**config.mk**
```make
export PLATFORM = sky130hd
export DESIGN_NAME = ram_arbiter_flat
export DESIGN_NICKNAME = d
export VERILOG_FILES = /design/src/rtl/ram_arbiter_if.sv /design/src/rtl/ram_arbiter.sv /design/src/flat_wrapper.sv
export SDC_FILE = /design/constraint.sdc
export NUM_CORES = 1
export LEC_CHECK = 0
export BUFFER_PORTS_ARGS = -buffer_cell sky130_fd_sc_hd__buf_2
export CAP_MARGIN = 20
export CORE_ASPECT_RATIO = 2
export CORE_MARGIN = 1
export CORE_UTILIZATION = 30
export CTS_CLUSTER_DIAMETER = 100
export CTS_CLUSTER_SIZE = 25
export DETAILED_ROUTE_END_ITERATION = 16
export PLACE_DENSITY = 0.7
export SYNTH_ARGS = -nofsm -noshare
export SYNTH_HDL_FRONTEND = slang
export SYNTH_SLANG_ARGS = --single-unit
```
**constraint.sdc**
```tcl
create_clock -name clk -period 1.3 [get_ports clk]
set_input_delay 0.065 -clock clk [delete_from_list [all_inputs] [get_ports clk]]
set_output_delay 0.065 -clock clk [all_outputs]
set_load 0.05 [all_outputs]
```
**src/rtl/ram_arbiter_if.sv**
```systemverilog
// CPU-side and RAM-side signal bundle for the two-master RAM arbiter.
// The slave modport is the arbiter's view; master is the view of whatever drives it.
interface ram_arbiter_if #(
    parameter int RAM_AW = 12
);
    logic              i_req;
    logic [31:0]       i_addr;
    logic [31:0]       i_rdata;
    logic              i_ack;
    logic              i_err;
    logic              d_req;
    logic              d_we;
    logic [3:0]        d_sel;
    logic [31:0]       d_addr;
    logic [31:0]       d_wdata;
    logic [31:0]       d_rdata;
    logic              d_ack;
    logic              d_err;
    logic              ram_ce;
    logic              ram_we;
    logic [3:0]        ram_sel;
    logic [RAM_AW-1:0] ram_addr;
    logic [31:0]       ram_wdata;
    logic [31:0]       ram_rdata;
    logic              stall_req;

    modport slave (
        input  i_req, i_addr, d_req, d_we, d_sel, d_addr, d_wdata, ram_rdata,
        output i_rdata, i_ack, i_err, d_rdata, d_ack, d_err,
               ram_ce, ram_we, ram_sel, ram_addr, ram_wdata, stall_req
    );

    modport master (
        output i_req, i_addr, d_req, d_we, d_sel, d_addr, d_wdata, ram_rdata,
        input  i_rdata, i_ack, i_err, d_rdata, d_ack, d_err,
               ram_ce, ram_we, ram_sel, ram_addr, ram_wdata, stall_req
    );
endinterface

```
**src/rtl/ram_arbiter.sv**
```systemverilog
// Round-robin arbiter/sequencer between instruction fetch and load/store ports
// for one byte-banked RAM: IDLE -> ISSUE (RAM cycle) -> WAIT (ack) -> IDLE.
module ram_arbiter #(
    parameter int RAM_AW = 12
) (
    input  logic          clk,
    input  logic          rst,
    ram_arbiter_if.slave  bus
);
    localparam logic [1:0] S_IDLE  = 2'd0;
    localparam logic [1:0] S_ISSUE = 2'd1;
    localparam logic [1:0] S_WAIT  = 2'd2;

    logic [1:0]        state_q, state_d;
    logic              last_d_q;
    logic              port_d_q;
    logic              we_q;
    logic [3:0]        sel_q;
    logic [RAM_AW-1:0] waddr_q;
    logic [31:0]       wdata_q;
    logic              err_q;
    logic [31:0]       i_rdata_q, d_rdata_q;

    logic              gnt_d;
    logic [31:0]       cmd_addr;
    logic              cmd_err;
    logic              in_issue, in_wait;
    logic [31:0]       rdata_d;

    // Data wins unless instruction is alone or data was granted last.
    always_comb begin
        gnt_d    = bus.d_req & (~bus.i_req | ~last_d_q);
        cmd_addr = gnt_d ? bus.d_addr : bus.i_addr;
        cmd_err  = (|(cmd_addr >> (RAM_AW + 2))) | (~gnt_d & (|cmd_addr[1:0]));
    end

    always_comb begin
        state_d = state_q;
        case (state_q)
            S_IDLE:  if (bus.i_req | bus.d_req) state_d = S_ISSUE;
            S_ISSUE: state_d = S_WAIT;
            S_WAIT:  state_d = S_IDLE;
            default: state_d = S_IDLE;
        endcase
    end

    assign in_issue = (state_q == S_ISSUE);
    assign in_wait  = (state_q == S_WAIT);
    assign rdata_d  = (err_q | we_q) ? 32'd0 : bus.ram_rdata;

    always_ff @(posedge clk) begin
        if (!rst) begin
            state_q   <= S_IDLE;
            last_d_q  <= 1'b0;
            port_d_q  <= 1'b0;
            we_q      <= 1'b0;
            sel_q     <= 4'd0;
            waddr_q   <= '0;
            wdata_q   <= 32'd0;
            err_q     <= 1'b0;
            i_rdata_q <= 32'd0;
            d_rdata_q <= 32'd0;
        end else begin
            state_q <= state_d;
            if (state_q == S_IDLE && (bus.i_req | bus.d_req)) begin
                port_d_q <= gnt_d;
                last_d_q <= gnt_d;
                we_q     <= gnt_d & bus.d_we;
                sel_q    <= gnt_d ? bus.d_sel : 4'hF;
                waddr_q  <= cmd_addr[RAM_AW+1:2];
                wdata_q  <= gnt_d ? bus.d_wdata : 32'd0;
                err_q    <= cmd_err;
            end
            // Completion value is shown combinationally in WAIT and held afterwards.
            if (in_wait) begin
                if (port_d_q) d_rdata_q <= rdata_d;
                else          i_rdata_q <= rdata_d;
            end
        end
    end

    assign bus.ram_ce    = in_issue & ~err_q;
    assign bus.ram_we    = bus.ram_ce & we_q;
    assign bus.ram_sel   = bus.ram_ce ? sel_q : 4'd0;
    assign bus.ram_addr  = bus.ram_ce ? waddr_q : '0;
    assign bus.ram_wdata = bus.ram_ce ? wdata_q : 32'd0;

    assign bus.i_ack   = in_wait & ~port_d_q;
    assign bus.d_ack   = in_wait & port_d_q;
    assign bus.i_err   = bus.i_ack & err_q;
    assign bus.d_err   = bus.d_ack & err_q;
    assign bus.i_rdata = bus.i_ack ? rdata_d : i_rdata_q;
    assign bus.d_rdata = bus.d_ack ? rdata_d : d_rdata_q;

    assign bus.stall_req = (bus.i_req & ~bus.i_ack) | (bus.d_req & ~bus.d_ack);
endmodule

```
**src/flat_wrapper.sv**
```systemverilog
// flat-port wrapper written by rule: the top's interface ports become plain ports
module ram_arbiter_flat 
#(
    parameter int RAM_AW = 12
)
  (clk, rst, bus_i_req, bus_i_addr, bus_d_req, bus_d_we, bus_d_sel, bus_d_addr, bus_d_wdata, bus_ram_rdata, bus_i_rdata, bus_i_ack, bus_i_err, bus_d_rdata, bus_d_ack, bus_d_err, bus_ram_ce, bus_ram_we, bus_ram_sel, bus_ram_addr, bus_ram_wdata, bus_stall_req);
  ram_arbiter_if #(.RAM_AW(RAM_AW)) bus_i ();
  input  logic clk;
  input  logic rst;
  input wire logic [$bits(bus_i.i_req)-1:0] bus_i_req;
  input wire logic [$bits(bus_i.i_addr)-1:0] bus_i_addr;
  input wire logic [$bits(bus_i.d_req)-1:0] bus_d_req;
  input wire logic [$bits(bus_i.d_we)-1:0] bus_d_we;
  input wire logic [$bits(bus_i.d_sel)-1:0] bus_d_sel;
  input wire logic [$bits(bus_i.d_addr)-1:0] bus_d_addr;
  input wire logic [$bits(bus_i.d_wdata)-1:0] bus_d_wdata;
  input wire logic [$bits(bus_i.ram_rdata)-1:0] bus_ram_rdata;
  output wire logic [$bits(bus_i.i_rdata)-1:0] bus_i_rdata;
  output wire logic [$bits(bus_i.i_ack)-1:0] bus_i_ack;
  output wire logic [$bits(bus_i.i_err)-1:0] bus_i_err;
  output wire logic [$bits(bus_i.d_rdata)-1:0] bus_d_rdata;
  output wire logic [$bits(bus_i.d_ack)-1:0] bus_d_ack;
  output wire logic [$bits(bus_i.d_err)-1:0] bus_d_err;
  output wire logic [$bits(bus_i.ram_ce)-1:0] bus_ram_ce;
  output wire logic [$bits(bus_i.ram_we)-1:0] bus_ram_we;
  output wire logic [$bits(bus_i.ram_sel)-1:0] bus_ram_sel;
  output wire logic [$bits(bus_i.ram_addr)-1:0] bus_ram_addr;
  output wire logic [$bits(bus_i.ram_wdata)-1:0] bus_ram_wdata;
  output wire logic [$bits(bus_i.stall_req)-1:0] bus_stall_req;
  assign bus_i.i_req = bus_i_req;
  assign bus_i.i_addr = bus_i_addr;
  assign bus_i.d_req = bus_d_req;
  assign bus_i.d_we = bus_d_we;
  assign bus_i.d_sel = bus_d_sel;
  assign bus_i.d_addr = bus_d_addr;
  assign bus_i.d_wdata = bus_d_wdata;
  assign bus_i.ram_rdata = bus_ram_rdata;
  assign bus_i_rdata = bus_i.i_rdata;
  assign bus_i_ack = bus_i.i_ack;
  assign bus_i_err = bus_i.i_err;
  assign bus_d_rdata = bus_i.d_rdata;
  assign bus_d_ack = bus_i.d_ack;
  assign bus_d_err = bus_i.d_err;
  assign bus_ram_ce = bus_i.ram_ce;
  assign bus_ram_we = bus_i.ram_we;
  assign bus_ram_sel = bus_i.ram_sel;
  assign bus_ram_addr = bus_i.ram_addr;
  assign bus_ram_wdata = bus_i.ram_wdata;
  assign bus_stall_req = bus_i.stall_req;
  ram_arbiter #(.RAM_AW(RAM_AW)) u_core (.clk(clk), .rst(rst), .bus(bus_i));
endmodule
```
Word-level counts from Yosys, hierarchy flattened
Index checks and enable logic that the tools add are counted.
{"block": "word_totals", "register_bits": 117, "inputBits": 137, "output_inout_bits": 119, "word_cells": 51}
{"block": "op_classes", "n_eq_ne": 3, "n_mux": 11, "n_bitwise": 22, "reduce_logical": 6}
{"cell": "$mux W32", "n": 6}
{"cell": "$reduce_or A18 Y1", "n": 1}
{"cell": "$mux W12", "n": 1}
{"cell": "$and A1 B1 Y1", "n": 11}
{"cell": "$mux W4", "n": 2}
{"cell": "$not A1 Y1", "n": 6}
{"cell": "$or A1 B1 Y1", "n": 5}
{"cell": "$pmux W2 S2", "n": 1}
{"cell": "$reduce_and A2 Y1", "n": 2}
{"cell": "$eq A2 B1 Y1 const B", "n": 1}
{"cell": "$eq A2 B2 Y1 const B", "n": 1}
{"cell": "$logic_not A2 Y1", "n": 1}
{"cell": "$mux W2", "n": 1}
{"cell": "$ne A2 B1 Y1 const B", "n": 1}
{"cell": "$reduce_or A2 Y1", "n": 1}
{"cell": "$logic_and A1 B1 Y1", "n": 1}

Logic depth before layout (Yosys ltp)
Gate-level depths: netlist (run 1).
{"block": "logic_depth", "depth_word": 7, "mapped_depth": 6, "depth_no_buf": 4}

Worst setup path before layout (run 1)
No wires, ideal clock.
{"block": "synth_path", "path_kind": "register -> register", "from": "register u_core.we_q", "to": "register u_core.d_rdata_q[19]", "setup_ns": 0.065, "t_arrival_ns": 2.157, "required_ns": 1.235, "setup_slack_ns": -0.922, "stages_incl_launch_ff": 6, "path_buffers": 1, "synth_period_minus_slack_ns": 2.222, "cell_sequence": "dfxtp_1 nor2_1 buf_2 nand2_1 o21ai_0 and2_1"}
{"block": "synth_via", "elab_chain_len": 2}
{"item": "start: declaration", "line": "ram_arbiter.sv:17", "text": "logic we_q;"}
{"item": "start signal: assignment", "line": "ram_arbiter.sv:68", "text": "we_q <= gnt_d & bus.d_we;"}
{"item": "$or A1 B1 Y1", "line": "ram_arbiter.sv:49", "text": "assign rdata_d = (err_q | we_q) ? 32'd0 : bus.ram_rdata;"}
{"item": "$mux W32", "line": "ram_arbiter.sv:49"}
{"item": "end signal: assignment", "line": "ram_arbiter.sv:76", "text": "if (port_d_q) d_rdata_q <= rdata_d;"}
{"item": "end: declaration", "line": "ram_arbiter.sv:22", "text": "logic [31:0] i_rdata_q, d_rdata_q;"}
Every way passes these cells.
A chain may end at the register's enable or synchronous reset.

Final worst setup path (run 1)
{"block": "layout_path", "from": "register u_core.state_q[1]", "to": "output bus_stall_req"}
{"block": "layout_via", "elab_chain_len": 5, "word_cells_on_any_way": 8, "classes_between": "eq/ne: 1; bitwise: 7"}
{"item": "start: declaration", "line": "ram_arbiter.sv:14", "text": "logic [1:0] state_q, state_d;"}
{"item": "start signal: assignment", "line": "ram_arbiter.sv:64", "text": "state_q <= state_d;"}
{"item": "$eq A2 B2 Y1 *", "line": "ram_arbiter.sv:48", "text": "assign in_wait = (state_q == S_WAIT);"}
{"item": "$and A1 B1 Y1, on equally long branches", "line": "ram_arbiter.sv:88, ram_arbiter.sv:89"}
{"item": "$not A1 Y1", "line": "ram_arbiter.sv:95", "text": "assign bus.stall_req = (bus.i_req & ~bus.i_ack) | (bus.d_req & ~bus.d_ack);"}
{"item": "$and A1 B1 Y1", "line": "ram_arbiter.sv:95"}
{"item": "$or A1 B1 Y1 *", "line": "ram_arbiter.sv:95"}
{"item": "end: declaration", "line": "flat_wrapper.sv:29", "text": "output wire logic [$bits(bus_i.stall_req)-1:0] bus_stall_req;"}
Every way passes the cells marked *; elsewhere a longest branch is shown, timed or not.

==> run summary, run 1 <==
==================================================================================
Result of the run ................................................... finished with violations
Violations in the final reports ..................................... setup timing
Setup CP Type ....................................................... register to output pin
Top area cells in the synthesized netlist ........................... dfxtp_1 46%, and2_1 14%, nand2_1 6.2%
Critical Path RT ....................................................      1.24 ns
Critical Path Sink Type .............................................   output pin
CTS tree ............................................................          yes
Synth area leader ...................................................      dfxtp_1
Unrepaired setup endpoints after global routing .....................         true
Share of final-layout standard cells stronger than drive strength 1 .        66.7%
Number of max-slew violations in the final report ...................            0
Initial Util ........................................................        30.6%
Quantity of I/O buffers inserted on ports ...........................          253
Placement row count .................................................           67
Chip width ..........................................................      94.4 µm
Leakage power .......................................................      4.93 nW
Vias per cell .......................................................         4.94
Register area .......................................................     2350 µm²
H-tree depth reported by CTS ........................................            4
Maximum net fanout on the critical path .............................            6
Synth top area share ................................................        45.7%
Final WL ............................................................    22,900 µm
Wire length of the first global-routing pass ........................    30,600 µm
Final critical-path share of the clock period .......................         146%
Final worst slack ...................................................    -0.593 ns
First-iteration detailed-routing DRC count ..........................          126
Net count after synthesis ...........................................          716
Final antenna-violating net count ...................................            0
Worst hold slack after final layout .................................    0.0252 ns
Top-level I/O count .................................................          256
Clock-pin slew on the worst setup and hold paths ....................      0.06 ns
Multi-input gate area ...............................................     4090 µm²
Layout Utilization ..................................................        69.4%
Clock latency at the later pin of the worst-skew pair ...............      0.41 ns
1st-pass router iterations ..........................................            4
Pin count of the biggest net entering global routing ................           37
Avg WL per Cell .....................................................      19.6 µm
Headroom to the max-slew limit ......................................        68.6%
Residual DRC count ..................................................            0
Min-delay worst type ................................................ input port to register
Maximum clock skew at final layout ..................................    0.0143 ns
Critical Path AT ....................................................      1.83 ns
Hold violation count in the final report ............................            0
Die height ..........................................................       187 µm
Remaining Overflow, GRT .............................................            0
Post-Syn Area per Cell ..............................................     8.86 µm²
Antenna violations before repair ....................................            0
Max-cap violations ..................................................            0
Number of warnings printed during yosys synthesis ...................            0
Number of buffers on the longest clock path .........................            2
Slowest cell delay on critical path .................................      0.48 ns
Growth of design area from synthesis to finish ......................         127%
Via count of the first global-routing pass ..........................        6,042
Proportion of synthesized chip area in sequential cells .............        45.7%
Achievable Freq .....................................................      528 MHz
Core footprint ......................................................   16,800 µm²
RD Place Congestion .................................................        0.816
Crit path cell chain ................................................ or3b_4 -> buf_6 -> a22o_4 -> buf_4
Placed inst area ....................................................     8000 µm²
Cell count after synthesis ..........................................          579
Number of setup violations in the final report ......................          231
Worst setup SP type .................................................     register
Library cell used as clock root buffer ..............................    clkbuf_16
Power per Cell Area .................................................  1000 nW/µm²
Peak supply drop ....................................................     0.858 mV
Die ar. .............................................................   17,600 µm²
Number of different library cells in the post-synthesis netlist .....           31
Total Nets Final ....................................................        1,087
Final worst path period need ........................................      1.89 ns
All-Layer GR Usage ..................................................        23.1%
Mapped cell area ....................................................     5130 µm²
Total clock sinks ...................................................          117
Transition time at the pin with the least slew margin ...............     0.470 ns
Post-route cell area ................................................   11,600 µm²
Number of synthesized register bits .................................          117
Fill count ..........................................................        1,126
Total power after layout ............................................     0.0117 W
Total inserted antenna cells ........................................            0
Slowest stage cell on the critical path .............................       or3b_4
Detailed-placement wirelength estimate ..............................    11,500 µm
Cts bufs inserted ...................................................           17
Number of vias after detailed routing ...............................        5,779
==================================================================================
## layout make-up
cell class,count,area share (%)
Clock buffer,21,3.96
Sequential cell,117,20.2
Tap cell,207,2.23
Clock inverter,11,0.925
Multi-Input combinational cell,413,35.2
Inverter,3,0.118
Timing Repair Buffer,398,37.4
## path summary, 6_finish.rpt
check                                                     start                          endpoint  cells after the start  slack [ns]
worst max-delay path             u_core.state_q[1]$_SDFFE_PN0P_                     bus_stall_req                      4       -0.59
worst min-delay path                             bus_d_addr[10]    u_core.waddr_q[8]$_SDFFE_PN0P_                      4        0.03
worst max register to register   u_core.state_q[0]$_SDFFE_PN0P_  u_core.d_rdata_q[7]$_SDFFE_PN0P_                      9       -0.32
worst min register to register  u_core.waddr_q[10]$_SDFFE_PN0P_   u_core.waddr_q[10]$_SDFFE_PN0P_                      1        0.50
## worst max-delay path: cells and delay by family (launching register included)
kind,cells,cell delay [ns]
AO/OA/AOI/OAI,1,0.21
buffers and inverters,2,0.38
flip-flops,1,0.35
AND/OR/NAND/NOR,1,0.48
## per-layer routing
metal  GRT usage [%]  up-vias  wire length [µm]
li1                -     2686                 -
met1            21.3     2773              7430
met2            43.0      245             13200
met3            5.77       75              1080
met4            14.7        0              1230
met5               0        -                 0
## Yosys cell counts
library cell / n
and3b_1: 1
o211a_1: 12
a22o_1: 1
nor2b_1: 34
buf_2: 10
a21boi_4: 1
nand3b_1: 1
o21a_1: 1
nand3_1: 1
o221a_2: 4
nand4_1: 1
nor4_1: 9
or4_1: 1
dfxtp_1: 117
buf_6: 4
o21ai_2: 25
and2_1: 115
clkbuf_1: 28
inv_1: 3
or3b_4: 1
nand2_1: 85
o21ai_1: 8
nand2_2: 25
o21ai_0: 33
nor2_1: 5
nor3_1: 2
mux2i_1: 12
buf_4: 4
nor3b_1: 1
a22oi_1: 33
a21oi_1: 1
## cells by family after synthesis
logic type / share of synthesized area [%]
simple gates: 30.2
compound gates: 17.1
flops: 45.7
buf+inv: 4.71
mux: 2.34
## cell usage in the layout, fill, tap and decap left out, types with 10 or more instances in the layout
master / Yosys / layout
dlygate4sd3_1: 0 / 56
buf_6: 4 / 60
and2_1: 115 / 56
buf_12: 0 / 36
o21ai_4: 0 / 65
nand2_4: 0 / 35
a22oi_2: 0 / 33
o211a_1: 12 / 12
buf_4: 4 / 20
buf_2: 10 / 134
clkbuf_16: 0 / 26
nor2b_1: 34 / 34
buf_8: 0 / 75
and2_4: 0 / 59
dfxtp_1: 117 / 112
nand2_8: 0 / 12
nand2_1: 85 / 22
mux2i_1: 12 / 10
nand2_2: 25 / 41
## where the power goes
part	internal (W)	switching (W)
sequential	0.00376	0.000118
combinational	0.00155	0.00166
clock	0.00289	0.00170
total	0.00820	0.00348
## flip-flops by register name, summed over array words and instances, names as in the netlist
name	cells
u_core.waddr_q	12
u_core.err_q	1
u_core.wdata_q	32
u_core.port_d_q	1
u_core.state_q	2
u_core.d_rdata_q	32
u_core.sel_q	4
u_core.i_rdata_q	32
u_core.we_q	1
## what timing repair did
| action | CTS | global route |
|---|---|---|
| pin swaps | 33 | 122 |
| setup buffers | 15 | 20 |
| gates cloned | 10 | 10 |
| resized for setup | 328 | 189 |
| setup endpoints to repair | 225 | 234 |
| hold buffers | 56 | 0 |
| endpoints found under the hold margin | 48 | 0 |
## stage by stage
stage | setup slack, ns | std cells | TNS [ns]
after floorplan | -0.333 | 579 | -19.38
after global placement | -0.207 | 1036 | -23.00
after detailed placement | -0.222 | 1036 | -25.44
after CTS | -0.606 | 1148 | -73.31
after global routing | -0.649 | 1170 | -88.50
final | -0.593 | 1170 | -76.51
Note: power is estimated with default switching activity, not from simulation.
==> inputs of run 2 (changes only) <==
--- a/config.mk
+++ b/config.mk
@@ -13,7 +13,7 @@
 export CTS_CLUSTER_DIAMETER = 100
 export CTS_CLUSTER_SIZE = 25
 export DETAILED_ROUTE_END_ITERATION = 16
-export PLACE_DENSITY = 0.7
+export PLACE_DENSITY = 0.67
 export SYNTH_ARGS = -nofsm -noshare
 export SYNTH_HDL_FRONTEND = slang
 export SYNTH_SLANG_ARGS = --single-unit
==> constraint.sdc (replaced) <==
create_clock -name clk -period 2.2 [get_ports clk]
set_input_delay 0.11 -clock clk [delete_from_list [all_inputs] [get_ports clk]]
set_output_delay 0.11 -clock clk [all_outputs]
set_load 0.05 [all_outputs]
==> run 2 against run 1 <==
The run now ends clean. Wire length decreased by 35%. Largest power group unchanged. Global-route usage decreased by 5.6 points. Clock skew decreased by 0.0073 ns. Die area unchanged. Power decreased by 47%. Worst setup slack improved by 0.67 ns. Critical path depth unchanged. Sequential share of layout area increased by 11 points.
==> run summary, run 2 (synthesized netlist as in run 1, its figures left out) <==
==================================================================================
Initial Util ........................................................        30.6%   unchanged
Switching Share .....................................................        26.2%   was 29.8%
Sequential cell fraction of total power .............................        36.8%   was 33.2%
Hold violation count in the final report ............................            0   unchanged
Die ar. .............................................................   17,600 µm²   unchanged
Final total negative setup slack ....................................         0 ns   was -76.51 ns
Commonest cells after routing, fill and taps aside .................. 241 x buf_2, 117 x dfxtp_1, 115 x and2_1   was 134 x buf_2, 112 x dfxtp_1, 75 x buf_8
Wire length of the first global-routing pass ........................    23,400 µm   was 30,600 µm
Met2 demand-to-capacity share in global routing .....................        33.4%   was 43.0%
Register-to-Register Path Depth .....................................            5   was 9
Chip width ..........................................................      94.4 µm   unchanged
Clock latency at the later pin of the worst-skew pair ...............      0.41 ns   about the same
Maximum net fanout on the critical path .............................           64   was 6
Cell Count, Final, Fillers Out ......................................        1,074   was 1,170
Headroom to the max-slew limit ......................................        57.6%   was 68.6%
Via count of the first global-routing pass ..........................        4,850   was 6,042
R2R Path Start ...................................................... u_core.state_q[1]$_SDFFE_PN0P_   was u_core.state_q[0]$_SDFFE_PN0P_
Hold_sp ............................................................. bus_i_addr[5]   was bus_d_addr[10]
Pin count of the biggest net entering global routing ................           65   was 37
Final WL ............................................................    14,900 µm   was 22,900 µm
Top-level I/O count .................................................          256   unchanged
Die height ..........................................................       187 µm   unchanged
M1 GR Usage .........................................................        16.4%   was 21.3%
First-iteration detailed-routing DRC count ..........................          113   was 126
Final worst path period need ........................................      2.12 ns
Layout Utilization ..................................................        45.2%   was 69.4%
Worst setup SP type .................................................     register   unchanged
Timing startpoint of the critical path .............................. u_core.state_q[1]$_SDFFE_PN0P_   unchanged
Share of final-layout standard cells stronger than drive strength 1 .        40.6%   was 66.7%
Power per Cell Area .................................................   813 nW/µm²   was 1000 nW/µm²
Combinational share of power ........................................        15.4%   was 27.4%
Total clock sinks ...................................................          117   unchanged
Core footprint ......................................................   16,800 µm²   unchanged
Clock-pin slew on the worst setup and hold paths ....................      0.05 ns   was 0.06 ns
Peak supply drop ....................................................     0.522 mV   was 0.858 mV
Most common cell after layout, fill and taps aside ..................        buf_2   unchanged
Critical Path Sink Type .............................................   output pin   unchanged
Number of vias after detailed routing ...............................        4,943   was 5,779
Detailed-placement wirelength estimate ..............................    10,500 µm   was 11,500 µm
Quantity of I/O buffers inserted on ports ...........................          253   unchanged
Library cell used as clock root buffer ..............................    clkbuf_16   unchanged
Clock network power share ...........................................        47.9%   was 39.4%
Busiest grt layer ...................................................         met2   unchanged
Transition time at the pin with the least slew margin ...............     0.637 ns   was 0.470 ns
Critical Path AT ....................................................      2.01 ns   was 1.83 ns
All-Layer GR Usage ..................................................        17.4%   was 23.1%
Number of max-slew violations in the final report ...................            0   unchanged
H-tree depth reported by CTS ........................................            4   unchanged
Residual DRC count ..................................................            0   unchanged
1st-pass router iterations ..........................................            4   unchanged
Unrepaired setup endpoints after global routing .....................        false   was true
Max-cap violations ..................................................            0   unchanged
Antenna violations before repair ....................................            1   was 0
Achievable Freq .....................................................      472 MHz
Remaining Overflow, GRT .............................................            0   unchanged
Total Nets Final ....................................................          990   was 1,087
Leakage power .......................................................      3.69 nW   was 4.93 nW
Worst Setup EP ...................................................... bus_i_rdata[3]   was bus_stall_req
End of the worst register-to-register path .......................... u_core.i_rdata_q[5]$_SDFFE_PN0P_   was u_core.d_rdata_q[7]$_SDFFE_PN0P_
Critical Path RT ....................................................      2.09 ns   was 1.24 ns
Fill count ..........................................................        1,664   was 1,126
Maximum clock skew at final layout ..................................   0.00697 ns   was 0.0143 ns
CTS tree ............................................................          yes   unchanged
Setup CP Type ....................................................... register to output pin   unchanged
Switching power total ...............................................    0.00162 W   was 0.00348 W
Biggest regs ........................................................ u_core.d_rdata_q x32, u_core.i_rdata_q x32, u_core.wdata_q x32   unchanged
Min-delay worst type ................................................ input port to register   unchanged
Placed cell count ...................................................        1,004   was 1,036
Vias per cell .......................................................         4.60   was 4.94
Cts bufs inserted ...................................................           17   unchanged
Final critical-path share of the clock period .......................        96.4%
Met3 demand-to-capacity share in global routing .....................        3.66%   was 5.77%
Worst reg-to-reg setup slack ........................................      0.59 ns   was -0.32 ns
Int Pwr .............................................................    0.00455 W   was 0.00820 W
Final antenna-violating net count ...................................            0   unchanged
Result of the run ................................................... finished, final reports clean   was finished with violations
Avg WL per Cell .....................................................      13.9 µm   was 19.6 µm
Growth of design area from synthesis to finish ......................        47.9%   was 127%
Worst hold slack after final layout .................................    0.0465 ns   was 0.0252 ns
Placement row count .................................................           67   unchanged
RD Place Congestion .................................................        0.793   was 0.816
Number of setup violations in the final report ......................            0   was 231
Number of buffers on the longest clock path .........................            2   unchanged
==================================================================================
run 2: power groups by stage:
stage	Clock (W)	Combinational, W	Sequential, W
3_5_place_dp	0	0.000897	0.00231
2_1_floorplan	0	0.000625	0.00230
6_report	0.00295	0.000947	0.00227
5_1_grt	0.00312	0.00102	0.00228
3_3_place_gp	0	0.000888	0.00231
4_1_cts	0.00303	0.000950	0.00227
run 2: how the worst min path moves through the flow:
stage,cells after the start,endpoint
after global placement,3,u_core.wdata_q[29]$_SDFFE_PN0P_
after floorplan,2,u_core.wdata_q[0]$_SDFFE_PN0P_
after CTS,4,u_core.waddr_q[1]$_SDFFE_PN0P_
after detailed placement,3,u_core.we_q$_SDFFE_PN0P_
after global routing,4,u_core.waddr_q[3]$_SDFFE_PN0P_
final,4,u_core.waddr_q[3]$_SDFFE_PN0P_
run 2: routing by layer:
| layer | up-vias | wire (µm) | share of wire (%) |
|---|---|---|---|
| li1 | 2486 | - | - |
| met1 | 2274 | 5440 | 36 |
| met2 | 155 | 8430 | 56 |
| met3 | 28 | 599 | 4.0 |
| met4 | 0 | 475 | 3.2 |
| met5 | - | 0 | 0 |
run 2: through the flow:
stage / setup slack, ns / total power [W] / area [µm²]
after global routing: 0.000731 / 0.00643 / 7580
after global placement: 0.489 / 0.00320 / 6550
after CTS: 0.0169 / 0.00625 / 7550
after detailed placement: 0.476 / 0.00321 / 6550
after floorplan: 0.0203 / 0.00292 / 5130
final: 0.0802 / 0.00617 / 7580
run 2: repair_timing:
| action | CTS | global route |
|---|---|---|
| endpoints found under the hold margin | 37 | 0 |
| resized for setup | 0 | 16 |
| buffers inserted | 0 | 0 |
| endpoints found under the setup margin | 0 | 12 |
| hold buffers | 37 | 0 |
run 2: critical path, cell delays in order, from the launching register on:
cell,delay (ns)
dfxtp_1,0.40
or3b_4,0.44
buf_12,0.24
o21ai_1,0.19
buf_2,0.28
run 2: area by class of cell:
cell class,instances,area (µm²),share of cell area [%]
clock buffer,23,478,6.30
tap,207,259,3.42
clock inverter,9,149,1.96
multi-input combinational,413,2550,33.7
sequential,117,2340,30.9
antenna,1,2.50,0.0330
inverter,3,11.3,0.148
timing repair buffer,301,1790,23.6
